File: src/rtl/video_timing_meter_pkg.sv
// video_timing_meter_pkg: shared axis state, count type and register map for video_timing_meter
package video_timing_meter_pkg;
    typedef enum logic [1:0] {ST_ACTIVE, ST_FP, ST_SYNC, ST_BP} axis_state_t;
    typedef logic [11:0] cnt12_t;
    localparam logic [3:0] ADDR_STATUS = 4'd0;
    localparam logic [3:0] ADDR_HACT   = 4'd1;
    localparam logic [3:0] ADDR_HTOTAL = 4'd9;
    localparam logic [3:0] ADDR_CLK_HI = 4'd10;
    localparam logic [3:0] ADDR_CLK_LO = 4'd11;
    function automatic cnt12_t sat_inc12(input cnt12_t c);
        return (&c) ? c : c + 12'd1;
    endfunction
endpackage

File: src/rtl/timing_axis_meter.sv
// timing_axis_meter: one sync/blank axis FSM with per-segment counters and exit latches
module timing_axis_meter
    import video_timing_meter_pkg::*;
(
    input  logic        clk,
    input  logic        reset_n,
    input  logic        i_clr,
    input  logic        i_ce,
    input  logic        i_sync,
    input  logic        i_blank,
    output logic        o_sync_rise,
    output logic [11:0] o_act,
    output logic [11:0] o_fp,
    output logic [11:0] o_sync,
    output logic [11:0] o_bp
);
    axis_state_t r_state, w_next;
    logic r_sync, r_blank;
    cnt12_t r_cnt;
    logic w_sync_fall, w_blank_rise, w_blank_fall;
    assign o_sync_rise  = i_ce & i_sync & ~r_sync;
    assign w_sync_fall  = i_ce & ~i_sync & r_sync;
    assign w_blank_rise = i_ce & i_blank & ~r_blank;
    assign w_blank_fall = i_ce & ~i_blank & r_blank;
    always_ff @(posedge clk) begin
        if (!reset_n || i_clr) r_state <= ST_ACTIVE;
        else r_state <= w_next;
    end
    always_comb begin
        w_next = r_state;
        w_next = o_sync_rise                             ? ST_SYNC   :
                 (r_state == ST_ACTIVE && w_blank_rise)  ? ST_FP     :
                 (r_state == ST_SYNC   && w_sync_fall)   ? ST_BP     :
                 (r_state == ST_BP     && w_blank_fall)  ? ST_ACTIVE : r_state;
    end
    // The current pixel already belongs to the new segment, so a fresh count starts at 1
    always_ff @(posedge clk) begin
        if (!reset_n || i_clr) begin
            r_sync  <= 1'b0;
            r_blank <= 1'b0;
            r_cnt   <= '0;
            o_act   <= '0;
            o_fp    <= '0;
            o_sync  <= '0;
            o_bp    <= '0;
        end else if (i_ce) begin
            r_sync  <= i_sync;
            r_blank <= i_blank;
            if (w_next != r_state) begin
                r_cnt <= 12'd1;
                case (r_state)
                    ST_ACTIVE: o_act  <= r_cnt;
                    ST_FP:     o_fp   <= r_cnt;
                    ST_SYNC:   o_sync <= r_cnt;
                    default:   o_bp   <= r_cnt;
                endcase
                if (w_next == ST_SYNC && r_state != ST_FP) o_fp <= '0;
            end else begin
                r_cnt <= sat_inc12(r_cnt);
            end
        end
    end
endmodule

File: src/rtl/video_timing_meter.sv
// video_timing_meter: measures H/V video timing and exposes it as a register file
// Define VTIMING_CLKCOUNT_EN to add the clk-cycles-per-frame counter (registers 10-11).
module video_timing_meter
    import video_timing_meter_pkg::*;
(
    input  logic        clk,
    input  logic        reset_n,
    input  logic        ce_pixel,
    input  logic        hsync,
    input  logic        hblank,
    input  logic        vsync,
    input  logic        vblank,
    input  logic [1:0]  wr,
    input  logic [3:0]  address,
    input  logic [15:0] din,
    output logic [15:0] dout,
    output logic        frame_done,
    output logic        locked
);
    logic w_restart, w_h_rise, w_v_rise, w_copy, w_unused;
    logic r_armed, r_commit, r_locked, r_done;
    logic [7:0] r_frame_cnt;
    cnt12_t r_htot, r_htot_lat;
    logic [8:0][11:0] w_meas, r_regs;
    logic [31:0] w_clk_rd;
    assign w_restart = wr[0] && address == ADDR_STATUS && din[1];
    assign w_unused  = ^{wr[1], din[15:2], din[0]};
    assign w_copy    = r_commit && !w_restart;
    assign w_meas[8] = r_htot_lat;
    timing_axis_meter u_h (
        .clk(clk), .reset_n(reset_n), .i_clr(w_restart), .i_ce(ce_pixel),
        .i_sync(hsync), .i_blank(hblank), .o_sync_rise(w_h_rise),
        .o_act(w_meas[0]), .o_fp(w_meas[1]), .o_sync(w_meas[2]), .o_bp(w_meas[3])
    );
    // Vertical axis advances once per line, on the horizontal sync rise
    timing_axis_meter u_v (
        .clk(clk), .reset_n(reset_n), .i_clr(w_restart), .i_ce(w_h_rise),
        .i_sync(vsync), .i_blank(vblank), .o_sync_rise(w_v_rise),
        .o_act(w_meas[4]), .o_fp(w_meas[5]), .o_sync(w_meas[6]), .o_bp(w_meas[7])
    );
    always_ff @(posedge clk) begin
        if (!reset_n || w_restart) begin
            r_htot     <= '0;
            r_htot_lat <= '0;
        end else if (w_h_rise) begin
            r_htot_lat <= r_htot;
            r_htot     <= 12'd1;
        end else if (ce_pixel) begin
            r_htot <= sat_inc12(r_htot);
        end
    end
    // The first vsync rise after reset/restart only arms; the partial frame before it is dropped
    always_ff @(posedge clk) begin
        if (!reset_n || w_restart) begin
            r_armed     <= 1'b0;
            r_commit    <= 1'b0;
            r_locked    <= 1'b0;
            r_done      <= 1'b0;
            r_frame_cnt <= '0;
        end else begin
            r_armed  <= r_armed | w_v_rise;
            r_commit <= w_v_rise & r_armed;
            r_done   <= w_copy;
            if (w_copy) begin
                r_locked    <= (w_meas == r_regs);
                r_frame_cnt <= r_frame_cnt + 8'd1;
            end
        end
    end
    always_ff @(posedge clk) begin
        if (!reset_n) r_regs <= '0;
        else if (w_copy) r_regs <= w_meas;
    end
`ifdef VTIMING_CLKCOUNT_EN
    logic [31:0] r_clk_cnt, r_clk_lat, r_clk_rd;
    always_ff @(posedge clk) begin
        if (!reset_n) r_clk_rd <= '0;
        else if (w_copy) r_clk_rd <= r_clk_lat;
        if (!reset_n || w_restart) begin
            r_clk_cnt <= '0;
            r_clk_lat <= '0;
        end else if (w_v_rise) begin
            r_clk_lat <= r_clk_cnt;
            r_clk_cnt <= 32'd1;
        end else if (!(&r_clk_cnt)) begin
            r_clk_cnt <= r_clk_cnt + 32'd1;
        end
    end
    assign w_clk_rd = r_clk_rd;
`else
    assign w_clk_rd = '0;
`endif
    assign frame_done = r_done;
    assign locked     = r_locked;
    assign dout = (address == ADDR_STATUS) ? {r_frame_cnt, 7'd0, r_locked} :
                  (address <= ADDR_HTOTAL) ? {4'd0, r_regs[address - ADDR_HACT]} :
                  (address == ADDR_CLK_HI) ? w_clk_rd[31:16] :
                  (address == ADDR_CLK_LO) ? w_clk_rd[15:0] : 16'd0;
endmodule

File: config.mk
export PLATFORM = sky130hd
export DESIGN_NAME = video_timing_meter
export DESIGN_NICKNAME = d
export VERILOG_FILES = /design/src/rtl/video_timing_meter_pkg.sv /design/src/rtl/timing_axis_meter.sv /design/src/rtl/video_timing_meter.sv
export SDC_FILE = /design/constraint.sdc
export NUM_CORES = 1
export LEC_CHECK = 0
export BUFFER_PORTS_ARGS = -buffer_cell sky130_fd_sc_hd__buf_2
export CORE_MARGIN = 2
export CORE_UTILIZATION = 34
export DETAILED_ROUTE_END_ITERATION = 6
export GPL_TIMING_DRIVEN = 0
export HOLD_SLACK_MARGIN = 0.03
export SYNTH_ARGS = -nofsm -noshare
export SYNTH_HDL_FRONTEND = slang
export SYNTH_HIERARCHICAL = 1
export SYNTH_SLANG_ARGS = --single-unit
export TNS_END_PERCENT = 1
File: constraint.sdc
create_clock -name clk -period 2.8 [get_ports clk]
set_input_delay 0.42 -clock clk [delete_from_list [all_inputs] [get_ports clk]]
set_output_delay 0.42 -clock clk [all_outputs]
set_load 0.02 [all_outputs]
==> flow_summary.ini <==
[synthesis]
synth-seq-cells = 272
synth_mux_area_frac = 0.0990
ys_seq_area_frac = 0.434
ys_warn_count = 6
synth-compound-area-share = 0.128
synth_top_family_by_area = simple AND/OR/NAND/NOR gates
syn-mean-instance-area_sq_um = 8.74
netlist_top_cells_area = dfxtp_1, nand2_1, xnor2_1, a21oi_1, mux2i_1
synth_cells = 1434
synth-adder-area-share = 0.00699
synth-simple-area-share = 0.197
synth_edf_count = 0
netlist.area_leader.share = 0.434
synth_xor_xnor_area_share = 0.0894
syn_area_sq_um = 12500
synth_largest_area_cell = dfxtp_1
ys_types = 58
async_flop_share = 0
yosys_most_used_dff = dfxtp_1
syn-num-nets = 1470

[global_routing]
grt_remaining_overflow = 0
grtUsageTotal = 0.197
grt_first_pass_wirelength_um = 58600
grt_max_degree = 16
grt_pass1_vias = 10100
antenna_found_initial = 0

[clocking]
cts_hold_buf = 0
cts_root_buffer = clkbuf_16
h-tree-depth = 1
clock_path_buffers = 3
numCtsBuffers = 30
cts_sinks = 272
clkLatencyLatePin_ps = 570
cts_tree = built
clkTransAtPathRegs_ps = 60

[sta]
rsz0062_at_grt = no
finClkSkew_ps = 24.1
finalSetupTns_ps = 0
setup_viol = 0
period_minus_slack_ps = 2740
fmax_ghz = 0.364
hold_violations = 0
worstMarginPinSlew_ps = 768
maxSlewHeadroom = 0.488
worst_slack_ps = 56.0
slew_viol_final = 0
min_period_over_period = 0.980

[pwr]
irDropWorstVdd_mv = 0.387
powerDensity_nw_per_um2 = 614
p_leak_nw = 4.97

[critical_path]
cp_max_fo = 10
crit_chain = buf_4 > buf_12 > buf_12 > inv_2 > ha_4 > buf_12 > buf_8 > mux4_2 > nand2_1 > a21oi_1 > a31oi_1 > nor2_1 > buf_2
reg2reg_from = u_h/r_sync$_SDFFE_PP0P_
cpPeakStageDelay_ps = 330
endpoint_kind = output pin
crit_path_frequent_cell = buf_12
critPathArrivalTime_ps = 2320
reg2reg_depth = 8
critPathSlowestCell = mux4_2
cp.required_ps = 2380
crit_path_end = dout[1]
r2r_slack_ps = 280
worstReg2RegEnd = u_v/r_cnt[2]$_SDFFE_PP0P_
crit_path_start_kind = input port
crit_type = in -> out
cp-startpoint = address[0]

[placed_design]
port-buffer-count = 30
pre_cts_slack_ps = -677
place_hpwl_um = 28700
place_area_sq_um = 13300
place_congestion = 0.932

[final_layout]
syn_to_final_growth_pct = 16.1
fill_cells = 3672
final_layout_size_suffix_gt1_frac = 0.131
final_common_cell = nand2_1
layout_common_cells = nand2_1, dfxtp_1, a21oi_1
postLayoutCellArea_sq_um = 14600
antenna_cells = 0
final_net_count = 1535

[die]
core_sq_um = 36400
die_area_sq_um = 38400
rows = 70
ios = 47
die_y_um = 196
die_w_um = 196
initial_core_util = 0.344

[routing]
drc = 0
routed_wl_um = 38500
routed_via_density = 5.36
drt_first_pass_iters = 5
drtIter0Drc = 879
wire_per_inst_um = 19.4
vias = 10700
ant_nets = 0

[worst_hold_path]
hold_depth = 3
hp-class = in -> reg

[job]
drv_cap = 0

[run_status]
status = finished, final reports clean
-- sequential cells by signal (all words and copies together), names as in the netlist, 2 cells and up --
signal and count:
u_h/o_act 12, u_v/o_sync 12, u_h/r_state 2, r_regs 108
u_v/o_act 12, u_v/r_cnt 12, u_v/r_state 2, r_htot 12
u_h/r_cnt 12, r_htot_lat 12, r_frame_cnt 8, u_h/o_sync 12
u_v/o_fp 12, u_h/o_fp 12, u_h/o_bp 12, u_v/o_bp 12
-- routing by layer --
| layer | global-route usage | up-vias | share of wire |
|---|---|---|---|
| li1 | - | 5059 | - |
| met1 | 0.266 | 5128 | 0.45 |
| met2 | 0.313 | 377 | 0.44 |
| met3 | 0.0280 | 92 | 0.062 |
| met4 | 0.0864 | 0 | 0.044 |
| met5 | 0 | - | 0 |
-- worst max-delay path: cells and delay by family --
family | cells | cell delay (ps)
multiplexers | 1 | 330
AND/OR/NAND/NOR | 2 | 160
adder cells (fa/ha/maj) | 1 | 200
AO/OA/AOI/OAI | 2 | 310
buffers and inverters | 7 | 870
-- what timing repair did --
| item | CTS | global route |
|---|---|---|
| setup buffers | 3 | 0 |
| pin swaps | 0 | 2 |
| resized for setup | 16 | 8 |
| setup endpoints to repair | 12 | 27 |
-- report_power, final --
part           switching [mW]  internal, mW  leakage (nW)
logic                   0.274         0.147          2.20
clock network            1.66          2.94         0.578
registers              0.0271          3.89          2.19
total                    1.96          6.97          4.97
-- metrics by stage --
stage                     hold slack [ps]   util  power (mW)  instances
after floorplan                       417      -        4.27       1434
after global placement                436  0.364        4.39       1932
after detailed placement              432  0.364        4.39       1932
after CTS                             120  0.398        8.99       1989
after global routing                  168  0.399        9.18       1989
final                                 136  0.399        8.93       1989
-- area by class of cell --
class,count,area [sq um],share of cell area
plain buffers,103,548,0.0377
clock buffers,40,878,0.0604
clock inverters,14,292,0.0200
inverters,20,78.8,0.00542
multi-input cells,1039,6550,0.450
flip-flops and latches,272,5450,0.374
well taps,468,586,0.0402
repair buffers,33,178,0.0122
-- cell families after synthesis --
family / Yosys count
AOI/OAI and AO/OA: 260
xor gates and xnor gates: 128
adders and majority gates: 7
buffers and inverters: 123
DFF: 272
muxes: 94
and+or+nand+nor: 550
-- worst min path at each step --
stage                     slack (ps)          startpoint                 endpoint
final                            140               hsync  u_h/r_sync$_SDFFE_PP0P_
after global routing             170               vsync  u_v/r_sync$_SDFFE_PP0P_
after CTS                        120               hsync  u_h/r_sync$_SDFFE_PP0P_
after detailed placement         430  r_armed$_SDFF_PP0_      r_commit$_SDFF_PP0_
after global placement           440  r_armed$_SDFF_PP0_      r_commit$_SDFF_PP0_
after floorplan                  420  r_armed$_SDFF_PP0_      r_commit$_SDFF_PP0_
-- synthesized netlist by cell type (all sizes together), types with 3 or more instances --
cell       n
o21ai     25
a22o      24
buf       57
nor3      18
inv       20
a31oi     21
and2       4
nor2b      4
nor4      13
nand4     39
or2        3
dfxtp    272
xnor2    118
ha         7
o211ai     4
nor2     102
xor2      10
or3        7
nand3b     5
mux4      24
clkbuf    46
o41ai      5
and4       5
nand3     19
o21ba      4
nand2    309
mux2i     70
nand2b     7
a211oi     8
nor3b      6
a21oi    155
a2111oi    6
and3       3
No activity file was read; power rests on OpenSTA's default activity.
